$ cat config.mk
export PLATFORM = sky130hd
export DESIGN_NAME = rcc_lse_css_ctrl
export DESIGN_NICKNAME = d
export VERILOG_FILES = /design/src/rtl/rcc_pkg.sv /design/src/rtl/rcc_sync_cell.sv /design/src/rtl/rcc_lse_css_ctrl.sv
export SDC_FILE = /design/constraint.sdc
export NUM_CORES = 1
export LEC_CHECK = 0
export BUFFER_PORTS_ARGS = -buffer_cell sky130_fd_sc_hd__clkbuf_2
export CAP_MARGIN = 40
export CORE_MARGIN = 4
export CORE_UTILIZATION = 40
export DETAILED_ROUTE_END_ITERATION = 6
export GPL_TIMING_DRIVEN = 1
export PLACE_DENSITY = 0.65
export SLEW_MARGIN = 40
export SYNTH_ARGS = -nofsm -noshare
export SYNTH_HDL_FRONTEND = slang
export SYNTH_SLANG_ARGS = --single-unit
export TNS_END_PERCENT = 1
$ cat constraint.sdc
create_clock -name lsi_clk -period 3.7 [get_ports lsi_clk]
set_clock_uncertainty 0.2 [all_clocks]
set_input_delay 0 -clock lsi_clk [delete_from_list [all_inputs] [get_ports lsi_clk]]
set_output_delay 0 -clock lsi_clk [all_outputs]
set_load 0.05 [all_outputs]
$ cat src/rtl/rcc_pkg.sv
// Shared RCC definitions for the VSW-domain LSE start-up / clock-security logic.
package rcc_pkg;

    localparam int RCC_LSE_STARTUP_CYC = 64;
    localparam int RCC_LSE_CSS_TIMEOUT = 16;

    typedef enum logic [1:0] {
        OFF   = 2'd0,
        START = 2'd1,
        RUN   = 2'd2,
        FAIL  = 2'd3
    } lse_css_state_e;

endpackage

$ cat src/rtl/rcc_sync_cell.sv
// Multi-stage synchronizer into lsi_clk with an edge pulse from its last two stages.
module rcc_sync_cell #(
    parameter int STAGES = 2
) (
    input  logic i_clk,
    input  logic i_rst,
    input  logic i_d,
    output logic o_sync,
    output logic o_edge
);

    logic [STAGES-1:0] r_q;

    // Shift the asynchronous input through the synchronizer chain
    always_ff @(posedge i_clk or posedge i_rst) begin
        if (i_rst) begin
            r_q <= '0;
        end else begin
            r_q <= {r_q[STAGES-2:0], i_d};
        end
    end

    assign o_sync = r_q[STAGES-1];
    assign o_edge = r_q[STAGES-1] ^ r_q[STAGES-2];

endmodule

$ cat src/rtl/rcc_lse_css_ctrl.sv
// LSE start-up sequencer and LSI-timed clock-security watchdog.
// Drives LSE ready, sticky CSS fail, clock-gate enable and the CSS interrupt pulse.
import rcc_pkg::*;

module rcc_lse_css_ctrl #(
    parameter int STARTUP_CYC = RCC_LSE_STARTUP_CYC,
    parameter int TIMEOUT_CYC = RCC_LSE_CSS_TIMEOUT
) (
    input  logic       lsi_clk,
    input  logic       pwr_vsw_rst,
    input  logic       lseon,
    input  logic       lsecsson,
    input  logic       lse_rdy_raw,
    input  logic       lse_div_tgl,
    output logic       lserdy,
    output logic       lsecss_fail,
    output logic       lse_gate_en,
    output logic       css_irq,
    output logic [1:0] state
);

    localparam int SW = $clog2(STARTUP_CYC + 1);
    localparam int WW = $clog2(TIMEOUT_CYC + 1);

    localparam logic [SW-1:0] STAB_LAST = SW'(STARTUP_CYC - 1);
    localparam logic [SW-1:0] STAB_MAX  = SW'(STARTUP_CYC);
    localparam logic [WW-1:0] WDG_LAST  = WW'(TIMEOUT_CYC - 1);
    localparam logic [WW-1:0] WDG_MAX   = WW'(TIMEOUT_CYC);

    lse_css_state_e r_state;
    lse_css_state_e w_state_nxt;
    logic [SW-1:0]  r_stab_cnt;
    logic [SW-1:0]  w_stab_nxt;
    logic [SW-1:0]  w_stab_inc;
    logic [WW-1:0]  r_wdg_cnt;
    logic [WW-1:0]  w_wdg_nxt;
    logic [WW-1:0]  w_wdg_inc;
    logic           w_rdy_s;
    logic           w_act;
    logic           w_timeout;
    logic           r_lserdy;
    logic           r_lsecss_fail;
    logic           r_lse_gate_en;
    logic           r_css_irq;

    rcc_sync_cell #(.STAGES(2)) u_rdy_sync (
        .i_clk  (lsi_clk),
        .i_rst  (pwr_vsw_rst),
        .i_d    (lse_rdy_raw),
        .o_sync (w_rdy_s),
        .o_edge ()
    );

    rcc_sync_cell #(.STAGES(3)) u_tgl_sync (
        .i_clk  (lsi_clk),
        .i_rst  (pwr_vsw_rst),
        .i_d    (lse_div_tgl),
        .o_sync (),
        .o_edge (w_act)
    );

    assign w_stab_inc = (r_stab_cnt == STAB_MAX) ? r_stab_cnt : r_stab_cnt + SW'(1);
    assign w_wdg_inc  = (r_wdg_cnt == WDG_MAX) ? r_wdg_cnt : r_wdg_cnt + WW'(1);
    // An activity pulse on the limit cycle rescues the watchdog.
    assign w_timeout  = lsecsson && !w_act && (r_wdg_cnt == WDG_LAST);

    // Next-state and counter update; lseon low overrides every other transition
    always_comb begin
        w_state_nxt = r_state;
        w_stab_nxt  = r_stab_cnt;
        w_wdg_nxt   = r_wdg_cnt;
        if (!lseon) begin
            w_state_nxt = OFF;
            w_stab_nxt  = '0;
            w_wdg_nxt   = '0;
        end else begin
            case (r_state)
                OFF: begin
                    w_state_nxt = START;
                    w_stab_nxt  = '0;
                    w_wdg_nxt   = '0;
                end
                START: begin
                    w_wdg_nxt = '0;
                    if (!w_rdy_s) begin
                        w_stab_nxt = '0;
                    end else if (r_stab_cnt == STAB_LAST) begin
                        w_state_nxt = RUN;
                        w_stab_nxt  = '0;
                    end else begin
                        w_stab_nxt = w_stab_inc;
                    end
                end
                RUN: begin
                    w_stab_nxt = '0;
                    if (w_timeout) begin
                        w_state_nxt = FAIL;
                    end else if (!w_rdy_s) begin
                        w_state_nxt = START;
                        w_wdg_nxt   = '0;
                    end else if (!lsecsson || w_act) begin
                        w_wdg_nxt = '0;
                    end else begin
                        w_wdg_nxt = w_wdg_inc;
                    end
                end
                FAIL: begin
                    w_state_nxt = FAIL;
                end
                default: begin
                    w_state_nxt = OFF;
                    w_stab_nxt  = '0;
                    w_wdg_nxt   = '0;
                end
            endcase
        end
    end

    // State, counters and outputs registered together so outputs track the state
    always_ff @(posedge lsi_clk or posedge pwr_vsw_rst) begin
        if (pwr_vsw_rst) begin
            r_state       <= OFF;
            r_stab_cnt    <= '0;
            r_wdg_cnt     <= '0;
            r_lserdy      <= 1'b0;
            r_lsecss_fail <= 1'b0;
            r_lse_gate_en <= 1'b0;
            r_css_irq     <= 1'b0;
        end else begin
            r_state       <= w_state_nxt;
            r_stab_cnt    <= w_stab_nxt;
            r_wdg_cnt     <= w_wdg_nxt;
            r_lserdy      <= (w_state_nxt == RUN);
            r_lse_gate_en <= (w_state_nxt == RUN);
            r_lsecss_fail <= (w_state_nxt == FAIL);
            r_css_irq     <= (w_state_nxt == FAIL) && (r_state != FAIL);
        end
    end

    assign lserdy      = r_lserdy;
    assign lsecss_fail = r_lsecss_fail;
    assign lse_gate_en = r_lse_gate_en;
    assign css_irq     = r_css_irq;
    assign state       = r_state;

endmodule

; Word-level counts from Yosys, hierarchy flattened
; Index checks and enable logic that the tools add are counted.
[word_totals]
input_bits = 6
out_inout_bits = 6
regBits = 22
[op_classes]
reduce_logical = 11
add_sub_neg = 2
n_bitwise = 1
mux = 17
eq_ne = 15
[op_table]
columns = operator, n
row1 = 2-to-1 mux 7 bit, 4
row2 = 2-to-1 mux 5 bit, 5
row3 = one-hot mux 7 bit (2 select lines), 1
row4 = 2-to-1 mux 2 bit, 5
row5 = "!= test 5 bit, second input constant", 2
row6 = one-hot mux 5 bit (2 select lines), 1
row7 = "== test 2 bit, second input constant", 4
row8 = one-hot mux 2 bit (4 select lines), 1
row9 = "adder 7 x 1 -> 7 bit, second input constant", 1
row10 = "== test 7 x 6 -> 1 bit, second input constant", 1
row11 = "== test 7 bit, second input constant", 1
row12 = "!= test 3 x 2 -> 1 bit, second input constant", 2
row13 = "adder 5 x 1 -> 5 bit, second input constant", 1
row14 = "== test 5 x 4 -> 1 bit, second input constant", 1
row15 = "== test 5 bit, second input constant", 1
row16 = OR reduction 2 bit, 2
row17 = logical AND 1 bit, 3
row18 = "!= test 3 bit, second input constant", 1
row19 = AND reduction 3 bit, 1
row20 = "== test 2 x 1 -> 1 bit, second input constant", 1
row21 = logical NOT 1 bit, 2
row22 = logical NOT 2 bit, 1
row23 = "!= test 2 bit, second input constant", 1
row24 = AND reduction 2 bit, 1
row25 = other kinds (2), 2

; Depth between registers and ports, before layout
[logic_depth]
word_depth = 9
mapped_depth = 6

; By module
; Synthesis repeated with hierarchy kept, for this count alone.
[unflattened]
cells_unflattened = 112
hier_area_um2 = 1133.6
[modules_own_cells]
columns = module, seq_area_each_um2, n_inst, area_each_um2, cells_each
row1 = rcc_lse_css_ctrl, 425.4, 1, 983.4, 103
row2 = rcc_sync_cell at u_tgl_sync, 75.1, 1, 87.6, 5
row3 = rcc_sync_cell at u_rdy_sync, 50.0, 1, 62.6, 4

; Worst setup path before layout
; No wires, ideal clock.
[synth_path]
kind = register to register
from = register r_wdg_cnt[0]
to = register r_wdg_cnt[1]
t_arrival_ps = 1937
synth_period_minus_slack_ps = 2219
slack_ps = 1481
path_stages_with_launch = 7
path_buffers = 0
required_time_ps = 3418
setup_ps = 82
cell_sequence = dfrtp_1 > ha_1 > and3_1 > ha_1 > or3b_1 > or4_4 > o22ai_1
[synth_via]
elab_chain_len = 7
word_cells_on_any_way = 13
cone_classes = add/sub: 1 / eq/ne: 4 / mux: 6 / reduce/logical: 2
[synth_rtl]
columns = item, line_no
row1 = start: declaration, rcc_lse_css_ctrl.sv:35  ; logic [WW-1:0] r_wdg_cnt;
row2 = start signal: assignment, rcc_lse_css_ctrl.sv:132  ; r_wdg_cnt <= w_wdg_nxt;
row3 = adder 5 x 1 -> 5 bit, rcc_lse_css_ctrl.sv:63  ; assign w_wdg_inc = (r_wdg_cnt == WDG_MAX) ? r_wdg_cnt : r_wdg_cnt + WW'(1);
row4 = 2-to-1 mux 5 bit, rcc_lse_css_ctrl.sv:63
row5 = 2-to-1 mux 5 bit, rcc_lse_css_ctrl.sv:101  ; end else if (!lsecsson || w_act) begin
row6 = 2-to-1 mux 5 bit, rcc_lse_css_ctrl.sv:98  ; end else if (!w_rdy_s) begin
row7 = 2-to-1 mux 5 bit, rcc_lse_css_ctrl.sv:96  ; if (w_timeout) begin
row8 = one-hot mux 5 bit (2 select lines), rcc_lse_css_ctrl.sv:77  ; case (r_state)
row9 = 2-to-1 mux 5 bit, rcc_lse_css_ctrl.sv:72  ; if (!lseon) begin
; Parallel ways exist; a longest one is shown, timed or not. The select of a mux whose other input is x is not followed.
; A chain may end at the register's enable or synchronous reset.

; Worst setup path after layout
; Same ends and word-level chain as after synthesis.

==> key figures <==
Global routing
  • Vias in the first global route: 829
  • GRT Util Overall: 0.133
  • Grt total ovfl: 0
  • Global-route wire length before repair: 3590 microns
  • Initial antenna violation count: 0
  • Largest net degree at the start of global routing: 23

Timing
  • Unrepaired setup endpoints after global routing: false
  • Final setup violation count: 0
  • Final period util: 0.639
  • Slew HR: 0.680
  • Hold Fails Final Rpt: 0
  • F_max: 423 MHz
  • Pins Over Slew Limit: 0
  • Final min period: 2360 ps
  • Worst-Margin Slew: 480 ps
  • Final setup TNS: 0 ps

Floorplan
  • Core footprint: 2520 sq um
  • Die Ht: 60.0 microns
  • I/O pins: 12
  • Die Span X: 60.0 microns
  • # rows: 18
  • Die area: 3590 sq um
  • Initial Util: 0.428

Clock network
  • Hold buffers post-CTS: 6
  • Post_cts resized: 0
  • Worst skew pair latency: 310 ps
  • Post CTS Setup Buffer Count: 0
  • # clock sinks: 22
  • TritonCTS buffer count: 3
  • Root Buffer: clkbuf_4
  • CTS tree: yes
  • H-tree levels: 1
  • CTS max path bufs: 2
  • Clock Pin Slew Worst Setup and Hold Paths: 130 ps

Routing
  • Via count: 811
  • DRC: 0
  • Post-DRT Antenna Nets: 0
  • Final wirelength: 1940 microns
  • Vias per std cell: 5.20
  • Wire per inst: 12.4 microns
  • DRC marker count from the first detailed-route iteration: 33
  • DRT Pass-1 Iters: 4

Critical path
  • Critical Path Source Type: flip-flop
  • CP required: 3740 ps
  • Setup crit end kind: flip-flop
  • Critical-path maximum fanout: 5
  • Data arrival time of the critical path: 2410 ps
  • Worst Path Class, Setup: flip-flop to flip-flop

Yosys
  • Cell count after synthesis: 109
  • Synth top area cells: dfrtp_1 51%, ha_1 5.8%, nand3_1 4.2%
  • Register area share after synthesis: 0.510
  • Synth cell types: 33
  • Post-synth top area share: 0.510
  • Net Count, Synth: 120
  • Yosys reg bits: 22
  • Warnings, synthesis: 0
  • Syn_area_per_cell: 9.91 sq um
  • Synthesized area: 1080 sq um
  • Cell taking the most area after synthesis: dfrtp_1

Final layout
  • Area delta synth->final: 17.3%
  • Share of layout cells above drive strength 1: 0.135
  • Post-layout instance area: 1270 sq um
  • # diodes: 0
  • Final std cells w/o fill: 156
  • Filler Cell Count: 226
  • Util after Layout: 0.502
  • Nets: 138

Pwr
  • Comb pwr share: 0.053
  • Switching share of total power: 0.209
  • Seq pwr share: 0.542
  • Int Pwr: 0.364 mW
  • Pwr Total: 0.461 mW
  • Lkg Pwr: 0.554 nW
  • Worst vdd ir: 0.000245 V
  • Clk pwr share: 0.405
  • Sw power: 0.0964 mW
  • PwrDens: 364 nW/um^2

Placed design
  • Placed instance area: 1150 sq um
  • Final HPWL DP: 1350 microns
  • I/O Buffers: 11
  • Placer Congestion: 0.809
  • Placed instance count: 146

Hold path
  • Hold WC Path Type: input port to async pin

Flow run
  • Total of max-cap violations: 0

Outcome
  • Status: finished, final reports clean
==> critical path, cell delays in order, from the launching register on <==
cell	delay (ps)
dfrtp_1	440
ha_1	240
and3_1	190
ha_1	210
or3b_1	370
or4_4	460
o22ai_1	170
==> metal layers <==
metal / global-route usage / share of wire
met4: 0.0759 / 0.025
met2: 0.210 / 0.45
met3: 0.0259 / 0.043
met5: 0 / 0
met1: 0.170 / 0.48
==> placed cells by master (no fill, tap or decap), types with 2 or more instances in the layout <==
master,n
o21ai_0,3
and3_1,2
o22ai_1,2
a21oi_1,8
nand4_1,3
clkbuf_4,3
nand2b_1,3
ha_1,5
nand2_1,7
nor3_1,2
nor2_1,6
nand3_1,9
inv_1,10
dfrtp_1,22
xor2_1,2
nor2b_1,2
clkbuf_2,11
xnor2_1,2
o2bb2ai_1,2
dlygate4sd3_1,6
==> final cells by class <==
class | instances | area, sq um | area share
clock buffers | 3 | 22.5 | 0.0178
multi-input cells | 72 | 469 | 0.371
well taps | 30 | 37.5 | 0.0296
flip-flops and latches | 22 | 551 | 0.435
clock inverters | 1 | 30.0 | 0.0237
repair buffers | 17 | 115 | 0.0909
inverters | 11 | 41.3 | 0.0326
==> cell families (layout without fill, tap and decap cells) <==
group,Yosys count,after routing,synth area share
xor gates and xnor gates,4,4,0.0325
and+or+nand+nor,40,40,0.205
AOI/OAI and AO/OA,22,22,0.130
muxes,1,1,0.00927
buffers and inverters,15,32,0.0556
adders and majority gates,5,5,0.0579
DFF,22,22,0.510
==> registers in the layout (all words and copies together) (netlist names) <==
register and flops:
r_stab_cnt 7, css_irq 1, r_wdg_cnt 5, lsecss_fail 1, u_rdy_sync.r_q 2, u_tgl_sync.r_q 3
lse_gate_en 1, state 2
==> Yosys cell counts (all sizes together) <==
cell type and count:
ha 5, clkbuf 3, a41oi 1, nand2b 3, o21ai 3, or3b 1
nand3 9, and3 2, dfrtp 22, buf 1, a31oi 1, a32oi 1
o2bb2ai 2, a211oi 1, xnor2 2, or4b 1, nor2 6, o22ai 2
nor3 2, nand4 3, a21oi 8, o31a 1, and2 1, inv 11
o31ai 1, mux2i 1, nor4bb 1, xor2 2, o21a 1, nor4b 1
or4 1, nor2b 2, nand2 7
==> power groups by stage <==
stage / Clock, mW / Combinational, mW / Sequential [mW]
2_1_floorplan: 0 / 0.0145 / 0.253
3_3_place_gp: 0 / 0.0206 / 0.254
3_5_place_dp: 0 / 0.0211 / 0.255
4_1_cts: 0.191 / 0.0251 / 0.250
5_1_grt: 0.204 / 0.0288 / 0.251
6_report: 0.186 / 0.0245 / 0.250
==> path summary, 6_finish.rpt <==
path	start	to	slack [ps]	depth (start not counted)
worst min register to register	u_rdy_sync.r_q[0]$_DFF_PP0_	u_rdy_sync.r_q[1]$_DFF_PP0_	170	0
worst max register to register	r_wdg_cnt[0]$_DFFE_PP0P_	r_wdg_cnt[1]$_DFFE_PP0P_	1340	6
worst max-delay path	r_wdg_cnt[0]$_DFFE_PP0P_	r_wdg_cnt[1]$_DFFE_PP0P_	1340	6
worst min-delay path	pwr_vsw_rst	r_wdg_cnt[1]$_DFFE_PP0P_	10	3
max in group asynchronous	pwr_vsw_rst	r_stab_cnt[4]$_DFFE_PP0P_	2970	3
min in group lsi_clk	lse_rdy_raw	u_rdy_sync.r_q[0]$_DFF_PP0_	120	2
==> metrics by stage <==
| stage | setup slack, ps | hold WS [ps] |
|---|---|---|
| global route | 1160 | 55.5 |
| detailed placement | 1360 | -170 |
| floorplan | 1480 | -211 |
| global placement | 1430 | -90.9 |
| CTS | 1330 | 26.9 |
| finish | 1340 | 13.5 |
No activity file was read; power rests on OpenSTA's default activity.
